## src/rtl/seq_gen_pkg.sv

```systemverilog
// Shared types and limits for the seq_pattern_gen event-bus stimulus generator.
package seq_gen_pkg;

   typedef enum logic [1:0] {
      IDLE = 2'b00,
      RUN  = 2'b01,
      DONE = 2'b10
   } state_e;

   typedef enum logic [1:0] {
      MODE_A   = 2'b00,
      MODE_B   = 2'b01,
      MODE_AND = 2'b10
   } mode_e;

   localparam int unsigned GAP_MAX = 15;
   localparam int unsigned TIMER_W = 5;

   // Encoding 2'b11 is an alias of MODE_AND.
   function automatic mode_e norm_mode(input logic [1:0] m);
      mode_e r;
      case (m)
         2'b00:   r = MODE_A;
         2'b01:   r = MODE_B;
         default: r = MODE_AND;
      endcase
      return r;
   endfunction

endpackage

```

## src/rtl/seq_pattern_gen.sv

```systemverilog
// Drives v1..v5 with handshaked timed sequences (branch A: v1,v2; branch B: v3,v4,v5).
// Build with SEQ_PATTERN_GEN_ERR_INJ_EN to let inject_err suppress the final event of a run.
module seq_pattern_gen
   import seq_gen_pkg::*;
#(
   parameter int unsigned GAP   = 2,
   parameter int unsigned CNT_W = 8
) (
   input  logic             clk,
   input  logic             rst,
   input  logic             start,
   input  logic [1:0]       mode,
   input  logic             inject_err,
   output logic             busy,
   output logic             done,
   output logic             v1,
   output logic             v2,
   output logic             v3,
   output logic             v4,
   output logic             v5,
   output logic [CNT_W-1:0] seq_cnt
);

   if (GAP < 1 || GAP > GAP_MAX) begin : g_gap_check
      $error("seq_pattern_gen: GAP out of range");
   end

   localparam logic [TIMER_W-1:0] GapT  = TIMER_W'(GAP);
   localparam logic [TIMER_W-1:0] Gap2T = TIMER_W'(2 * GAP);

   state_e             state_q;
   mode_e              mode_q;
   logic               err_q;
   logic [TIMER_W-1:0] t_q;
   logic               busy_q;
   logic               done_q;
   logic [4:0]         ev_q;
   logic [CNT_W-1:0]   cnt_q;

   mode_e              mode_in;
   logic               err_in;
   logic [TIMER_W-1:0] t_d;
   logic [TIMER_W-1:0] last;

   // Event vector for relative time t; bit i drives v(i+1).
   function automatic logic [4:0] events_at(input logic [TIMER_W-1:0] t, input mode_e m,
                                            input logic err);
      logic       a;
      logic       b;
      logic [4:0] ev;
      a     = (m != MODE_B);
      b     = (m != MODE_A);
      ev[0] = a && (t == '0);
      ev[1] = a && (t == GapT) && !(err && (m == MODE_A));
      ev[2] = b && (t == '0);
      ev[3] = b && (t == GapT);
      ev[4] = b && (t == Gap2T) && !err;
      return ev;
   endfunction

`ifdef SEQ_PATTERN_GEN_ERR_INJ_EN
   assign err_in = inject_err;
`else
   logic unused_inject_err;
   assign unused_inject_err = inject_err;
   assign err_in = 1'b0;
`endif

   always_comb begin
      mode_in = norm_mode(mode);
      t_d     = t_q + TIMER_W'(1);
      last    = (mode_q == MODE_A) ? GapT : Gap2T;
   end

   // Outputs are registered alongside the state so each event lands exactly on edge k+t.
   always_ff @(posedge clk) begin
      if (rst) begin
         state_q <= IDLE;
         mode_q  <= MODE_A;
         err_q   <= 1'b0;
         t_q     <= '0;
         busy_q  <= 1'b0;
         done_q  <= 1'b0;
         ev_q    <= '0;
         cnt_q   <= '0;
      end else begin
         done_q <= 1'b0;
         ev_q   <= '0;
         unique case (state_q)
            IDLE: begin
               if (start) begin
                  state_q <= RUN;
                  mode_q  <= mode_in;
                  err_q   <= err_in;
                  t_q     <= '0;
                  busy_q  <= 1'b1;
                  ev_q    <= events_at('0, mode_in, err_in);
               end
            end
            RUN: begin
               t_q  <= t_d;
               ev_q <= events_at(t_d, mode_q, err_q);
               if (t_d == last) state_q <= DONE;
            end
            DONE: begin
               state_q <= IDLE;
               busy_q  <= 1'b0;
               done_q  <= 1'b1;
               cnt_q   <= cnt_q + CNT_W'(1);
            end
            default: state_q <= IDLE;
         endcase
      end
   end

   assign busy    = busy_q;
   assign done    = done_q;
   assign v1      = ev_q[0];
   assign v2      = ev_q[1];
   assign v3      = ev_q[2];
   assign v4      = ev_q[3];
   assign v5      = ev_q[4];
   assign seq_cnt = cnt_q;

endmodule

```

## config.mk

```make
export PLATFORM = sky130hd
export DESIGN_NAME = seq_pattern_gen
export DESIGN_NICKNAME = d
export VERILOG_FILES = /design/src/rtl/seq_gen_pkg.sv /design/src/rtl/seq_pattern_gen.sv
export SDC_FILE = /design/constraint.sdc
export NUM_CORES = 1
export LEC_CHECK = 0
export CAP_MARGIN = 0
export CORE_MARGIN = 1
export CORE_UTILIZATION = 30
export DETAILED_ROUTE_END_ITERATION = 10
export GPL_TIMING_DRIVEN = 1
export SLEW_MARGIN = 25
export SYNTH_ARGS = -nofsm -noshare
export SYNTH_HDL_FRONTEND = slang
export SYNTH_SLANG_ARGS = --single-unit
export TNS_END_PERCENT = 5
```

## constraint.sdc

```tcl
create_clock -name clk -period 1.9 [get_ports clk]
set_input_delay 0.19 -clock clk [delete_from_list [all_inputs] [get_ports clk]]
set_output_delay 0.19 -clock clk [all_outputs]
set_load 0.005 [all_outputs]
```

==> impl_metrics.env <==
export IMPL_status="finished, final reports clean"
export IMPL_fp_row_count=21
export IMPL_wl_um=2241
export IMPL_drtPass1Iterations=4
export IMPL_switching_share_pct=20.64
export IMPL_cts_htree_levels=1
export IMPL_syn_avg_cell_area_um2=8.681
export IMPL_pin_count=21
export IMPL_synth_edff_count=0
export IMPL_drc=0
export IMPL_area_delta_synth_final_pct=29.61
export IMPL_die_area_mm2=0.003981
export IMPL_total_power_mw=1.063
export IMPL_pwr_share_comb_pct=9.0
export IMPL_arrival_ns=1.82
export IMPL_powerDensity_mw_per_mm2=732.3
export IMPL_post_cts_resized=0
export IMPL_syn_cell_area_mm2=0.001120
export IMPL_hold_viol=0
export IMPL_drive_above_1_share_pct=9.211
export IMPL_vdd_drop_max_v=0.0006917
export IMPL_seq_area_frac_synth_pct=42.91
export IMPL_startpoint_type="flip-flop"
export IMPL_yosys_warnings=0
export IMPL_min_period_over_period_pct=84.25
export IMPL_postCtsHoldBufs=0
export IMPL_finalSetupViolCount=0
export IMPL_grt_setup_unrepaired="no"
export IMPL_timing_final_ws_setup_ns=0.2993
export IMPL_yosysUniqueCellTypes=36
export IMPL_cts_buffers=3
export IMPL_relSlewSlack_pct=64.59
export IMPL_p_int_uw=843.5
export IMPL_ys_ff_latch=24
export IMPL_ant_nets=0
export IMPL_slew_violations=0
export IMPL_fp_dieW_um=63.10
export IMPL_die_h_um=63.10
export IMPL_fin_crit_ns=1.601
export IMPL_overflow=0
export IMPL_clkPwrFrac_pct=41.7
export IMPL_clock_root_buffer="clkbuf_8"
export IMPL_holdWs_ns=0.4894
export IMPL_cp_max_fo=8
export IMPL_crit_required_ns=2.12
export IMPL_diodes=0
export IMPL_power_frac_seq_pct=49.3
export IMPL_p_leak_nw=0.5277
export IMPL_fin_worst_skew_ns=0.005601
export IMPL_cts_tree="built"
export IMPL_synth_nets=139
export IMPL_insertion_delay_ns=0.27
export IMPL_max_cap_viol_count=0
export IMPL_grt_usage_pct=12.33
export IMPL_grt_max_degree=15
export IMPL_endpoint_kind="flip-flop"
export IMPL_hold_path_class="flip-flop to flip-flop"
export IMPL_ys_flop_type="dfxtp_1"
export IMPL_initial_core_util_pct=32.53
export IMPL_grt_pass1_wl_um=3967
export IMPL_worst_slew_pin_slew_ns=0.5280
export IMPL_dpl_worst_slack_ns=0.3361
export IMPL_grt_antenna_before_repair=0
export IMPL_drt_wirelength_per_cell_um=11.32
export IMPL_crit_type="flip-flop to flip-flop"
export IMPL_cts_setup_buffers=0
export IMPL_port_buffers=19
export IMPL_cts_sinks=24
export IMPL_synth_cells=129
export IMPL_fmaxAchievable_mhz=624.7
export IMPL_finish_net_count=163
export IMPL_drt_iter0_drc=36
export IMPL_fin_tns_setup_ns=0
export IMPL_ys_async_sr_fraction_pct=0
export IMPL_vias_per_cell=4.884
export IMPL_p_switching_uw=219.3
export IMPL_vias=967
export IMPL_grt_pass1_vias=947
export IMPL_core_region_area_mm2=0.003442
export IMPL_clockBufferDepth=2
export IMPL_hpwl_um=1640
export IMPL_place_gp_congestion=0.7257
export IMPL_cts_clk_slew_worst_paths_ns=0.09
export IMPL_rrSetupSlack_ns=0.30
-- flip-flops by register name (all words and copies together), names as in the netlist --
signal	count
seq_cnt	8
ev_q	5
t_q	5
mode_q	2
state_q	2
busy	1
done	1
-- power groups by stage --
stage,Combinational [mW],Clock (mW),Sequential [mW]
finish,0.0960,0.443,0.524
global route,0.108,0.476,0.526
CTS,0.0960,0.451,0.524
detailed placement,0.0958,0,0.536
global placement,0.0931,0,0.536
floorplan,0.0541,0,0.537
-- cell families (layout without fill, tap and decap cells) --
family | after synthesis | in the layout | share of synthesized area, %
DFF | 24 | 24 | 42.90
xor gates and xnor gates | 7 | 7 | 5.475
and+or+nand+nor | 63 | 63 | 31.84
muxes | 1 | 1 | 0.8939
adders and majority gates | 4 | 4 | 4.469
AOI/OAI and AO/OA | 23 | 23 | 11.51
buffers and inverters | 7 | 30 | 2.906
-- critical path, cell delays in order (launching register included) --
cell and delay, ns:
dfxtp_1 0.45, ha_1 0.22, buf_4 0.16, nor4b_2 0.05, a211oi_1 0.47, o31a_1 0.20
-- cell type report --
class / instances / area (um^2)
Clock buffer: 3 / 41.29
Clock inverter: 1 / 30.03
Fill cell: 344 / 1991
Inverter: 2 / 7.507
Multi-Input combinational cell: 98 / 606.8
Sequential cell: 24 / 480.5
Tap cell: 46 / 57.56
Timing Repair Buffer: 24 / 227.7
-- per-layer routing --
layer  share of wire, %  vias up  GRT usage (%)
li1                   -      499              -
met4                  0        0          2.907
met1                 47      444          14.33
met3                3.8        0          3.986
met5                  0        -              0
met2                 49       24          21.64
-- placed cells by master (no fill, tap or decap), drive strengths merged, types with 3 or more instances in the layout --
master and n:
clkdlybuf4s50 19, o21ai 8, nand2b 4, buf 5, nand4 6, nor3 6, clkbuf 3, xor2 4
nand2 7, nor3b 3, nand3 4, xnor2 3, dfxtp 24, nor2b 3, ha 4, nor2 17
a21oi 10
-- per-stage QoR --
stage | utilization (%) | cell area [um^2] | std cells
after floorplan | - | 1120 | 129
after global placement | 40.09 | 1380 | 194
after detailed placement | 40.09 | 1380 | 194
after CTS | 42.17 | 1451 | 198
after global routing | 42.17 | 1451 | 198
final | 42.17 | 1451 | 198
-- final timing paths --
kind,startpoint,endpoint,cells past startpoint
setup / recovery,t_q[1],state_q[0],5
hold / removal,mode_q[0],mode_q[0],2
setup reg to reg,t_q[1],state_q[0],5
hold reg to reg,mode_q[0],mode_q[0],2
-- synth_stat cells (3+ instances only) --
master | count | share of area [%]
dfxtp_1 | 24 | 43
nor2_1 | 17 | 5.7
a21oi_1 | 10 | 4.5
nand2_1 | 7 | 2.3
o21ai_0 | 7 | 3.1
nand4_1 | 6 | 3.4
nor3_1 | 6 | 2.7
ha_1 | 4 | 4.5
nand2b_1 | 4 | 2.2
xor2_1 | 4 | 3.1
nand3_1 | 3 | 1.3
nor2b_1 | 3 | 1.7
xnor2_1 | 3 | 2.3
No activity file was read; power rests on OpenSTA's default activity.
==> edit 1, RTL diff (same settings) <==
Change the parameter `CNT_W` from 8 to 10.
--- a/src/rtl/seq_pattern_gen.sv
+++ b/src/rtl/seq_pattern_gen.sv
@@ -5,5 +5,5 @@
 #(
    parameter int unsigned GAP   = 2,
-   parameter int unsigned CNT_W = 8
+   parameter int unsigned CNT_W = 10
 ) (
    input  logic             clk,
Interface: changed (resized seq_cnt); port bits go from 21 to 23. No check against the original RTL was run, so the function may have changed too.
==> edit 1 against the original RTL <==
  * Worst setup slack got worse by 0.11 ns
  * Design area grew 7.9%
  * Sequential cell count grew 2
  * Power down 4.7%
  * Global-route usage is 0.053 points lower
  * Area after synthesis grew 11%
  * Synthesized cell count is 9.3% higher
  * Clock power decreased by 21%
  * Die area increased by 11%
  * Wire length increased by 11%
  * Highest routed layer is now met4
==> edit 1: results (changes against the original RTL) <==
** Placement
- The count of buffers from port buffering came to 21 (was 19).
- The post-detailed-placement half-perimeter wirelength was 1880 um (was 1640 um).
- The global placer's final weighted congestion came to 0.800 (was 0.726).

** Yosys
- Fraction of the mapped netlist area in adder cells :: 0.0401 (was 0.0447)
- Total nets after synthesis :: 151 (was 139)
- Mux share of post-synthesis cell area :: 0.0341 (was 0.00894)
- Post-synthesis share of cell area spent on xor and xnor gates :: 0.0632 (was 0.0547)
- Post-synthesis compound-gate area fraction :: 0.0903 (was 0.115)
- Cell variety after synth :: 42 (was 36)
- The sequential fraction of the synthesis area was 0.417 (was 0.429).
- Biggest area contributors in the synthesized netlist: dfxtp_1 (42%), nor2_1 (6.9%), xor2_1 (4.9%), ha_1 (4.0%), nand2_1 (2.7%) (was dfxtp_1 (43%), nor2_1 (5.7%), a21oi_1 (4.5%), ha_1 (4.5%), nand4_1 (3.4%)).
- Top cells by count, synth: dfxtp_1 (26), nor2_1 (23), nand2_1 (9), xor2_1 (7) (was dfxtp_1 (24), nor2_1 (17), a21oi_1 (10), nand2_1 (7), o21ai_0 (7)).

** Cells and area
- The filler cell count was 398 (was 344).
- The net count of the finished layout was 174 (was 163).
- The flip-flop count of the largest register after layout was 10 (was 8).
- Share of final-layout standard cells stronger than drive strength 1 :: 0.104 (was 0.0921)

** Timing
- The clock skew after layout came to 0.00569 ns (was 0.00560 ns).
- The actual slew at the worst max-slew pin was 0.460 ns (was 0.528 ns).

** CTS
- The clock slew at the register clock pins of the worst setup and hold paths is 0.09 ns (about the same).
- The CTS buffer count is 3 (unchanged).

** Detailed routing
- The detailed-route wire length per cell was 11.7 um (was 11.3 um).
- Starting DRT DRC Count :: 32 (was 36)
- Vias/cell :: 4.84 (was 4.88)

** Setup path
- Critical path arrival :: 1.87 ns (was 1.82 ns)
- Master of the slowest instance on the critical path :: dfxtp_1 (was a211oi_1)
- The endpoint of the most critical register-to-register path was state_q[0] (unchanged).
- The slack of the worst reg-to-reg path was 0.19 ns (was 0.30 ns).
- Max incr delay on CP :: 0.44 ns (was 0.47 ns)

** GRT
- The wire length of the first global-routing pass came to 4240 um (was 3970 um).
- Via count of the first global-routing pass :: 952 (was 947)
- The total routing resource utilization after global routing is 0.123 (about the same).

** Status
- Run status :: completed (unchanged)

** Power
- Highest ir drop seen on vdd :: 0.354 mV (was 0.692 mV)
- The leakage power of the design was 0.586 nW (was 0.528 nW).
[edit 1: changes by cell type after synthesis, sizes merged, moves of 3 or more]
cell and change:
nand2b -3, a21oi -5, xor2 +3, nor2 +7
[edit 1: layout make-up]
class / count / area share
Multi-Input combinational cell: 104 / 0.430
Sequential cell: 26 / 0.332
Timing Repair Buffer: 25 / 0.153
Tap cell: 50 / 0.0399
Clock buffer: 4 / 0.0351
Inverter: 4 / 0.00958
[edit 1: logic make-up after synthesis]
family	count (synthesis)
simple gates	69
flops	26
compound gates	18
buf+inv	11
xor+xnor	9
mux	4
fa+ha+maj	4
[edit 1: stage by stage]
step	setup slack, ns	area (sq um)	std cells
floorplan	0.354	1250	141
global placement	0.298	1510	209
detailed placement	0.219	1510	209
finish	0.194	1570	213
global route	0.128	1570	213
CTS	0.202	1570	213
[edit 1: worst max-delay path, delay by kind of cell (launching register included)]
kind | cells | cell delay, ns
AO/OA/AOI/OAI | 2 | 0.34
adder cells (fa/ha/maj) | 1 | 0.37
flip-flops | 1 | 0.44
XOR/XNOR | 1 | 0.25
AND/OR/NAND/NOR | 1 | 0.20
[edit 1: per-layer routing]
metal,part of all wire,up-vias,global-route usage
met5,0,-,0
met4,0.0040,0,0.0160
met3,0.035,2,0.0342
met2,0.46,18,0.200
met1,0.50,484,0.164
li1,-,526,-
[edit 1: how the worst min path moves through the flow]
| stage | start | end | slack (ns) | depth (start not counted) |
|---|---|---|---|---|
| 6_report | busy | busy | 0.50 | 2 |
| 4_1_cts | busy | busy | 0.51 | 2 |
| 2_1_floorplan | mode[1] | mode_q[1] | 0.34 | 2 |
| 3_5_place_dp | busy | busy | 0.49 | 2 |
| 5_1_grt | busy | busy | 0.54 | 2 |
| 3_3_place_gp | busy | busy | 0.49 | 2 |
[edit 1: power breakdown]
part | leakage (nW) | switching, mW | internal [mW] | total [mW]
sequential | 0.211 | 0.0117 | 0.557 | 0.569
clock | 0.0288 | 0.164 | 0.185 | 0.348
combinational | 0.346 | 0.0514 | 0.0443 | 0.0957
total | 0.586 | 0.227 | 0.786 | 1.01
==> edit 2, RTL diff (same settings) <==
Without the edit above. Add an input register stage for `start` and `mode`, without a reset; this delays them by one clock. The other inputs are not delayed to match.
--- a/src/rtl/seq_pattern_gen.sv
+++ b/src/rtl/seq_pattern_gen.sv
@@ -21,4 +21,12 @@
    output logic [CNT_W-1:0] seq_cnt
 );
+
+   logic start_q;
+   logic [1:0] mode_r;
+
+   always_ff @(posedge clk) begin
+      start_q <= start;
+      mode_r  <= mode;
+   end
 
    if (GAP < 1 || GAP > GAP_MAX) begin : g_gap_check
@@ -68,5 +76,5 @@
 
    always_comb begin
-      mode_in = norm_mode(mode);
+      mode_in = norm_mode(mode_r);
       t_d     = t_q + TIMER_W'(1);
       last    = (mode_q == MODE_A) ? GapT : Gap2T;
@@ -89,5 +97,5 @@
          unique case (state_q)
             IDLE: begin
-               if (start) begin
+               if (start_q) begin
                   state_q <= RUN;
                   mode_q  <= mode_in;
Check against the original RTL: not equivalent (a bounded check fails within 4 cycles, from zero or initial values and one cycle with rst high).
==> edit 2 against the original RTL <==
  * Area after synthesis rose by 8.9%
  * Largest cell class unchanged
  * Sequential share of layout area increased by 2.6 points
  * First-iteration DRC count decreased by 67%
  * Design area is 4.7% higher
  * Sequential cell count increased by 3
  * Wire length increased by 1.3%
  * Power down 6.3%
  * Utilization down 1.9 points
  * Worst setup slack worse by 0.15 ns
  * Non-clock buffer count fell by 2
==> edit 2: results (changes against the original RTL) <==
** Timing
- Slew of the pin with the lowest slew margin :: 0.419 ns (was 0.528 ns)
- The clock skew after layout is 0.00282 ns (was 0.00560 ns).

** GRT
- Global routing usage on met1 :: 0.146 (was 0.143)
- Pin count of the biggest net entering global routing :: 20 (was 15)
- The wire length of the first global-routing pass is 3960 um (was 3970 um).
- M2 GR Usage :: 0.196 (was 0.216)
- The met3 track demand over resource in global routing was 0.0155 (was 0.0399).
- GR Util All Layers :: 0.118 (was 0.123)
- Via count of the first global-routing pass :: 931 (was 947)

** Power
- The leakage power of the design came to 0.560 nW (was 0.528 nW).
- The peak ir drop on the vdd network came to 0.309 mV (was 0.692 mV).

** CTS
- Longest Clk Path Bufs :: 2 (unchanged)
- The CTS buffer count was 3 (unchanged).

** Cells and area
- The fraction of layout instances using a drive strength above 1 was 0.0813 (was 0.0921).
- The net count of the finished layout was 171 (was 163).

** Setup path
- The largest stage delay on the critical path came to 0.39 ns (was 0.47 ns).
- Critical path arrival :: 1.92 ns (was 1.82 ns)
- Family with the most delay on the worst path :: simple AND/OR/NAND/NOR gates (was compound AO/OA/AOI/OAI gates)
- Master of the slowest instance on the critical path :: dfxtp_2 (was a211oi_1)
- Critical-path maximum fanout :: 6 (was 8)

** Yosys
- Cell variety after synth :: 32 (was 36)
- The net count after synthesis is 150 (was 139).
- The fraction of registers with async set/reset was 0 (unchanged).
- Biggest area contributors in the synthesized netlist: dfxtp_1 (44%), nor2_1 (4.9%), a21oi_1 (4.1%), ha_1 (4.1%), o21ai_0 (3.7%) (was dfxtp_1 (43%), nor2_1 (5.7%), a21oi_1 (4.5%), ha_1 (4.5%), nand4_1 (3.4%)).
- The most instantiated flip-flop cell in the synthesis netlist was dfxtp_1 (unchanged).
- The sequential fraction of the synthesis area was 0.443 (was 0.429).
- Top cells by count, synth :: dfxtp_1 (27), nor2_1 (16), nand2_1 (11), a21oi_1 (10), o21ai_0 (9) (was dfxtp_1 (24), nor2_1 (17), a21oi_1 (10), nand2_1 (7), o21ai_0 (7))

** Worst hold path
- The origin of the worst min-delay path is start (was mode_q[0]).
- Type of the tightest min-delay check :: input port to register (was register to register)

** Detailed routing
- Starting DRT DRC Count :: 12 (was 36)
- Total Routed Length :: 2270 um (was 2240 um)
- Vias/cell :: 4.73 (was 4.88)

** Status
- Run status: completed (unchanged).

** Placement
- Minimum setup slack after placement :: 0.0776 ns (was 0.336 ns)
- The global placer's final weighted congestion is 0.813 (was 0.726).
- HPWL reported at the end of detailed placement :: 1690 um (was 1640 um)
-- edit 2: changes by cell type after synthesis, sizes merged, moves of 3 or more --
cell | unedited run | this run
dfxtp | 24 | 27
inv | 2 | 6
nand4 | 6 | 1
nand2 | 7 | 11
-- edit 2: layer usage --
metal	vias to the layer above	wire length, um
met2	6	1080
met4	0	41
li1	520	-
met3	2	27
met1	456	1120
met5	-	0
-- edit 2: area by class of cell --
cell class | count | area (sq um)
Tap cell | 48 | 60.1
Clock buffer | 3 | 41.3
Clock inverter | 1 | 7.51
Sequential cell | 27 | 543
Multi-Input combinational cell | 101 | 632
Inverter | 6 | 22.5
Fill cell | 371 | 2250
Timing Repair Buffer | 22 | 213
-- edit 2: metrics by stage --
step                utilization  total power [mW]  instances  area, sq um
floorplan                     -             0.649        140         1220
global placement          0.389             0.680        204         1470
detailed placement        0.389             0.680        204         1470
CTS                       0.401              1.01        208         1510
global route              0.403              1.05        208         1520
finish                    0.403             0.995        208         1520
-- edit 2: worst paths after layout --
path / end / slack (ns) / cells past startpoint
hold reg to reg: busy / 0.47 / 2
setup / recovery: state_q[0] / 0.15 / 6
setup reg to reg: state_q[0] / 0.15 / 6
hold / removal: start_q / 0.35 / 1
-- edit 2: power by group --
group / internal, mW / switching [mW] / leakage, nW
Sequential: 0.580 / 0.0144 / 0.221
Clock: 0.149 / 0.180 / 0.0217
Combinational: 0.0387 / 0.0334 / 0.317
Total: 0.768 / 0.228 / 0.560
-- edit 2: cell families after synthesis --
group,after synthesis,synth area share
fa+ha+maj,4,0.0410
compound gates,26,0.133
simple gates,59,0.253
flops,27,0.443
xor+xnor,10,0.0718
buf+inv,12,0.0410
mux,2,0.0164
-- edit 2: repair_timing --
item / 4_1_cts / 5_1_grt
gates resized for setup: 0 / 3
endpoints found under the setup margin: 0 / 1
hold buffers: 0 / 0
